<file path="config.mk">
export PLATFORM = sky130hd
export DESIGN_NAME = score_keeper_flat
export DESIGN_NICKNAME = d
export VERILOG_FILES = /design/src/rtl/score_keeper_if.sv /design/src/rtl/score_keeper.sv /design/src/flat_wrapper.sv
export SDC_FILE = /design/constraint.sdc
export NUM_CORES = 1
export LEC_CHECK = 0
export BUFFER_PORTS_ARGS = -buffer_cell sky130_fd_sc_hd__buf_2
export CORE_ASPECT_RATIO = 1.1
export CORE_MARGIN = 3
export CORE_UTILIZATION = 30
export CTS_BUF_LIST = sky130_fd_sc_hd__clkbuf_4 sky130_fd_sc_hd__clkbuf_8
export CTS_CLUSTER_DIAMETER = 50
export DETAILED_ROUTE_END_ITERATION = 16
export PLACE_DENSITY = 0.54
export REMOVE_ABC_BUFFERS = 1
export SLEW_MARGIN = 40
export SYNTH_ARGS = -nofsm -noshare
export SYNTH_HDL_FRONTEND = slang
export SYNTH_SLANG_ARGS = --single-unit
</file>
<file path="constraint.sdc">
create_clock -name clk -period 7.3 [get_ports clk]
set_input_delay 1.46 -clock clk [delete_from_list [all_inputs] [get_ports clk]]
set_output_delay 1.46 -clock clk [all_outputs]
set_load 0.02 [all_outputs]
</file>
<file path="src/rtl/score_keeper_if.sv">
// Bus between collision/timing logic and the score keeper, plus the
// committed score/lives/state outputs feeding the renderer.
interface score_keeper_if;
  logic       pixpulse;
  logic [9:0] hcount;
  logic [9:0] vcount;
  logic       start;
  logic       hit;
  logic [3:0] points;
  logic       miss;
  logic [7:0] score;
  logic [7:0] high_score;
  logic [1:0] lives;
  logic       playing;
  logic       game_over;

  modport master (
    output pixpulse, hcount, vcount, start, hit, points, miss,
    input  score, high_score, lives, playing, game_over
  );

  modport slave (
    input  pixpulse, hcount, vcount, start, hit, points, miss,
    output score, high_score, lives, playing, game_over
  );
endinterface

</file>
<file path="src/rtl/score_keeper.sv">
// Game-state and score bookkeeping: accumulates hit/miss events during a
// frame and commits them to score/lives once per frame on the VTICK line.
module score_keeper #(
  parameter int VTICK       = 480,
  parameter int LIVES       = 3,
  parameter int OVER_FRAMES = 120
) (
  input  logic           clk,
  input  logic           rst,
  score_keeper_if.slave  bus
);
  typedef enum logic [1:0] {IDLE, PLAYING, OVER} state_t;

  state_t     state;
  logic [7:0] score;
  logic [7:0] high_score;
  logic [1:0] lives;
  logic       playing;
  logic       game_over;
  logic [7:0] pending_pts;
  logic [1:0] pending_miss;
  logic [7:0] over_cnt;

  logic       tick;
  logic [8:0] pts_sum;
  logic [7:0] pts_next;
  logic [1:0] miss_next;
  logic [8:0] score_sum;
  logic [7:0] score_new;
  logic [1:0] lives_new;

  assign tick = bus.pixpulse && (bus.hcount == 10'd0) && (bus.vcount == 10'(VTICK));

  assign pts_sum   = {1'b0, pending_pts} + {5'b0, bus.points};
  assign pts_next  = pts_sum[8] ? 8'hff : pts_sum[7:0];
  assign miss_next = (pending_miss == 2'd3) ? 2'd3 : pending_miss + 2'd1;
  assign score_sum = {1'b0, score} + {1'b0, pending_pts};
  assign score_new = score_sum[8] ? 8'hff : score_sum[7:0];
  assign lives_new = (pending_miss >= lives) ? 2'd0 : lives - pending_miss;

  always_ff @(posedge clk) begin
    if (rst) begin
      state        <= IDLE;
      score        <= 8'd0;
      high_score   <= 8'd0;
      lives        <= 2'd0;
      playing      <= 1'b0;
      game_over    <= 1'b0;
      pending_pts  <= 8'd0;
      pending_miss <= 2'd0;
      over_cnt     <= 8'd0;
    end else begin
      case (state)
        IDLE: begin
          if (bus.start) begin
            state        <= PLAYING;
            playing      <= 1'b1;
            game_over    <= 1'b0;
            score        <= 8'd0;
            lives        <= 2'(LIVES);
            pending_pts  <= 8'd0;
            pending_miss <= 2'd0;
          end
        end
        PLAYING: begin
          if (tick) begin
            score <= score_new;
            lives <= lives_new;
            if (lives_new == 2'd0) begin
              state        <= OVER;
              playing      <= 1'b0;
              game_over    <= 1'b1;
              over_cnt     <= 8'd0;
              pending_pts  <= 8'd0;
              pending_miss <= 2'd0;
              if (score_new > high_score) high_score <= score_new;
            end else begin
              // events coincident with the tick belong to the next frame
              pending_pts  <= bus.hit  ? {4'd0, bus.points} : 8'd0;
              pending_miss <= bus.miss ? 2'd1 : 2'd0;
            end
          end else begin
            if (bus.hit)  pending_pts  <= pts_next;
            if (bus.miss) pending_miss <= miss_next;
          end
        end
        OVER: begin
          if (bus.start) begin
            state        <= PLAYING;
            playing      <= 1'b1;
            game_over    <= 1'b0;
            score        <= 8'd0;
            lives        <= 2'(LIVES);
            pending_pts  <= 8'd0;
            pending_miss <= 2'd0;
          end else if (tick) begin
            if (over_cnt == 8'(OVER_FRAMES - 1)) begin
              state     <= IDLE;
              game_over <= 1'b0;
            end else begin
              over_cnt <= over_cnt + 8'd1;
            end
          end
        end
        default: begin
          state     <= IDLE;
          playing   <= 1'b0;
          game_over <= 1'b0;
        end
      endcase
    end
  end

  assign bus.score      = score;
  assign bus.high_score = high_score;
  assign bus.lives      = lives;
  assign bus.playing    = playing;
  assign bus.game_over  = game_over;
endmodule

</file>
<file path="src/flat_wrapper.sv">
// flat-port wrapper written by rule: the top's interface ports become plain ports
module score_keeper_flat 
#(
  parameter int VTICK       = 480,
  parameter int LIVES       = 3,
  parameter int OVER_FRAMES = 120
)
  (clk, rst, bus_pixpulse, bus_hcount, bus_vcount, bus_start, bus_hit, bus_points, bus_miss, bus_score, bus_high_score, bus_lives, bus_playing, bus_game_over);
  score_keeper_if bus_i ();
  input  logic clk;
  input  logic rst;
  input wire logic [$bits(bus_i.pixpulse)-1:0] bus_pixpulse;
  input wire logic [$bits(bus_i.hcount)-1:0] bus_hcount;
  input wire logic [$bits(bus_i.vcount)-1:0] bus_vcount;
  input wire logic [$bits(bus_i.start)-1:0] bus_start;
  input wire logic [$bits(bus_i.hit)-1:0] bus_hit;
  input wire logic [$bits(bus_i.points)-1:0] bus_points;
  input wire logic [$bits(bus_i.miss)-1:0] bus_miss;
  output wire logic [$bits(bus_i.score)-1:0] bus_score;
  output wire logic [$bits(bus_i.high_score)-1:0] bus_high_score;
  output wire logic [$bits(bus_i.lives)-1:0] bus_lives;
  output wire logic [$bits(bus_i.playing)-1:0] bus_playing;
  output wire logic [$bits(bus_i.game_over)-1:0] bus_game_over;
  assign bus_i.pixpulse = bus_pixpulse;
  assign bus_i.hcount = bus_hcount;
  assign bus_i.vcount = bus_vcount;
  assign bus_i.start = bus_start;
  assign bus_i.hit = bus_hit;
  assign bus_i.points = bus_points;
  assign bus_i.miss = bus_miss;
  assign bus_score = bus_i.score;
  assign bus_high_score = bus_i.high_score;
  assign bus_lives = bus_i.lives;
  assign bus_playing = bus_i.playing;
  assign bus_game_over = bus_i.game_over;
  score_keeper #(.VTICK(VTICK), .LIVES(LIVES), .OVER_FRAMES(OVER_FRAMES)) u_core (.clk(clk), .rst(rst), .bus(bus_i));
endmodule
</file>
==> reports/qor.yml <==
timing.final.crit_period_ns: 4.128
cts_hold_repair.buffers: 0
n_antenna_cell: 0
drc_errors: 0
mostFrequentLayoutCell: "buf_2"
maxCapViolations: 0
simple_gate_portion_of_the_synthesized_area_pct: 27.85
synth_seq_cells: 39
synth-compound-area-share_pct: 20.39
grt_setup_unrepaired: "false"
tightestPinTransition_ns: 0.7447
fill_cells: 924
final_net_count: 438
whs_ns: 0.4770
final_max_slew_viol_count: 0
critPathLaunchType: "register"
async_reset_ff_share_pct: 0
clock-skew-final_ns: 0.008004
power.sequential.fraction_pct: 43.7
grt_antenna_before_repair: 0
ir_worst_vdd_uv: 72.26
power.static_leakage_uw: 0.001310
cts_buffer_depth: 2
mostFrequentLayoutCells: "buf_2 (49), dfxtp_1 (39), nand2_1 (34)"
die_area_mm2: 0.01018
grt_max_degree: 38
layout_worst_path_cycle_share_pct: 56.55
synth.cell_area_mm2: 0.002700
clock_insertion_delay_at_the_later_pin_of_the_skew_report_ns: 0.30
synth_enable_flop_cells: 0
drt_iter0_markers: 142
ant_nets: 0
core_area_mm2: 0.008583
clk_root_buffer_cell: "clkbuf_8"
status: "finished clean"
grt_first_pass_wirelength_um: 11540
p_per_area_mw_per_mm2: 157.0
critical_path.endpoint_type: "register"
site_rows: 35
drt_first_pass_iters: 4
tritoncts_num_sinks: 39
gp_congestion: 0.8163
timing.final.ws_setup_ns: 3.172
synthMuxAreaShare_pct: 3.800
half_perimeter_wire_length_after_placement_um: 5252
worstPathArrival_ns: 4.30
vias_per_cell: 5.249
routedWlPerCell_um: 13.83
vias_in_the_first_global_route: 2478
report.final.setup_viol: 0
number_of_hold_violations_in_the_final_report: 0
numPlacedInstances: 485
cts.htree.levels: 2
internal-power_uw: 376.2
yosys_most_used_dff: "dfxtp_1"
switching_share_pct: 24.97
synth_top_family_by_area: "simple AND/OR/NAND/NOR gates"
fmax_mhz: 242.3
layout.cells.non_filler: 494
holdCritPathClass: "register to register"
dp_slack_ns: 3.009
cts_repair_resize_count: 0
postCtsSetupRepairBufs: 0
total_routing_usage_gr_pct: 14.09
die_y_um: 105.5
cts_made_buffers: 5
start_util_pct: 31.46
wl_um: 6834
max-slew-margin-rel_pct: 50.35
synthDistinctLibCells: 57
multi_input_area_mm2: 0.001794
syn_avg_cell_area_um2: 8.060
power.share.combinational_pct: 12.0
switchingPower_uw: 125.2
clkSlewWorstSetupHoldPaths_ns: 0.09
worstSetupPathType: "register to register"
total_global_routing_overflow: 0
growth_of_design_area_from_synthesis_to_finish_pct: 18.26
share_of_layout_cells_above_drive_strength_1_pct: 19.84
cp_data_required_time_ns: 7.47
port_buffers: 49
ys_seq_area_share_pct: 28.92
io_pins: 50
crit_path_max_fanout: 9
synth_warnings: 0
synth_fa_ha_area_share_pct: 12.88
tritoncts_clock_tree: "yes"
sequential_cell_area_um2: 780.7
postSynthCellCount: 335
xor_and_xnor_fraction_of_the_mapped_netlist_area_pct: 1.297
final_tns_setup_ns: 0
die_width_um: 96.46
clockPowerShare_pct: 44.3
routed-via-count: 2593
## cell families after synthesis
logic type | after synthesis
flip-flops | 39
multiplexers | 10
XOR/XNOR | 4
buffers and inverters | 31
adder cells (fa/ha/maj) | 26
AO/OA/AOI/OAI | 83
AND/OR/NAND/NOR | 142
## cell type report
class / count / share of cell area, %
flip-flops and latches: 39 / 24.45
clock inverters: 3 / 2.116
clock buffers: 5 / 2.155
well taps: 111 / 4.350
repair buffers: 53 / 8.621
multi-input cells: 265 / 56.19
inverters: 18 / 2.116
## metrics by stage
step | instance area (um^2) | utilization, % | power [uW]
2_1_floorplan | 2636 | - | 259.1
3_3_place_gp | 3049 | 35.52 | 283.5
3_5_place_dp | 3049 | 35.52 | 284.6
4_1_cts | 3186 | 37.11 | 506.2
5_1_grt | 3193 | 37.20 | 522.6
6_report | 3193 | 37.20 | 501.4
## state kept, by name, indices dropped and copies added (netlist names)
| name | count |
|---|---|
| u_core.bus.high_score | 8 |
| u_core.bus.score | 8 |
| u_core.bus.lives | 2 |
| u_core.pending_pts | 8 |
| u_core.bus.playing | 1 |
| u_core.pending_miss | 2 |
| u_core.state | 2 |
| u_core.over_cnt | 8 |
## layer usage
| metal | track usage [%] | wire [um] | vias to the layer above |
|---|---|---|---|
| li1 | - | - | 1320 |
| met1 | 19.24 | 3339 | 1205 |
| met2 | 21.84 | 3056 | 60 |
| met3 | 2.213 | 294 | 8 |
| met4 | 5.812 | 143 | 0 |
| met5 | 0 | 0 | - |
## cell usage after synthesis (all sizes together), types with 4 or more instances
library cell / number / share of area (%)
dfxtp: 39 / 29
nand2: 34 / 4.7
nor2: 31 / 4.4
a21oi: 28 / 5.2
ha: 23 / 11
nand3: 18 / 3.3
inv: 17 / 2.4
o21ai: 14 / 2.6
clkbuf: 10 / 1.4
a211oi: 9 / 2.7
mux2i: 8 / 3.0
nand4: 8 / 2.1
nor3: 8 / 1.5
nand2b: 7 / 1.6
nor4: 6 / 1.9
nor2b: 5 / 1.2
or3: 5 / 1.2
a21o: 4 / 1.1
a311oi: 4 / 1.5
a32o: 4 / 1.5
## worst max-delay path: stages (launching register included)
cell and delay (ns):
dfxtp_1 0.33, ha_1 0.22, fa_1 0.42, a211oi_1 0.31, nor3_1 0.11, o22ai_1 0.56, o2111ai_1 0.34, ha_1 0.40
nand4_1 0.12, a31oi_1 0.21, a211oi_1 0.10, nor4_4 0.36, buf_4 0.25, mux2i_1 0.20, nor2_1 0.05
## worst paths after layout
path | from | endpoint | slack [ns] | cells after the start
worst max-delay path | u_core.bus.score[0]$_SDFFE_PP0P_ | u_core.bus.high_score[7]$_SDFFE_PP0P_ | 3.17 | 14
worst min-delay path | u_core.over_cnt[1]$_SDFFE_PP0P_ | u_core.over_cnt[1]$_SDFFE_PP0P_ | 0.48 | 2
worst max register to register | u_core.bus.score[0]$_SDFFE_PP0P_ | u_core.bus.high_score[7]$_SDFFE_PP0P_ | 3.17 | 14
worst min register to register | u_core.over_cnt[1]$_SDFFE_PP0P_ | u_core.over_cnt[1]$_SDFFE_PP0P_ | 0.48 | 2
## power groups by stage
stage / clock network (uW) / logic, uW / registers, uW
6_report: 222 / 60.2 / 219
5_1_grt: 235 / 67.9 / 220
4_1_cts: 226 / 60.8 / 219
3_5_place_dp: 0 / 60.4 / 224
3_3_place_gp: 0 / 59.6 / 224
2_1_floorplan: 0 / 33.9 / 225
Power figures use the tool's default switching activity.
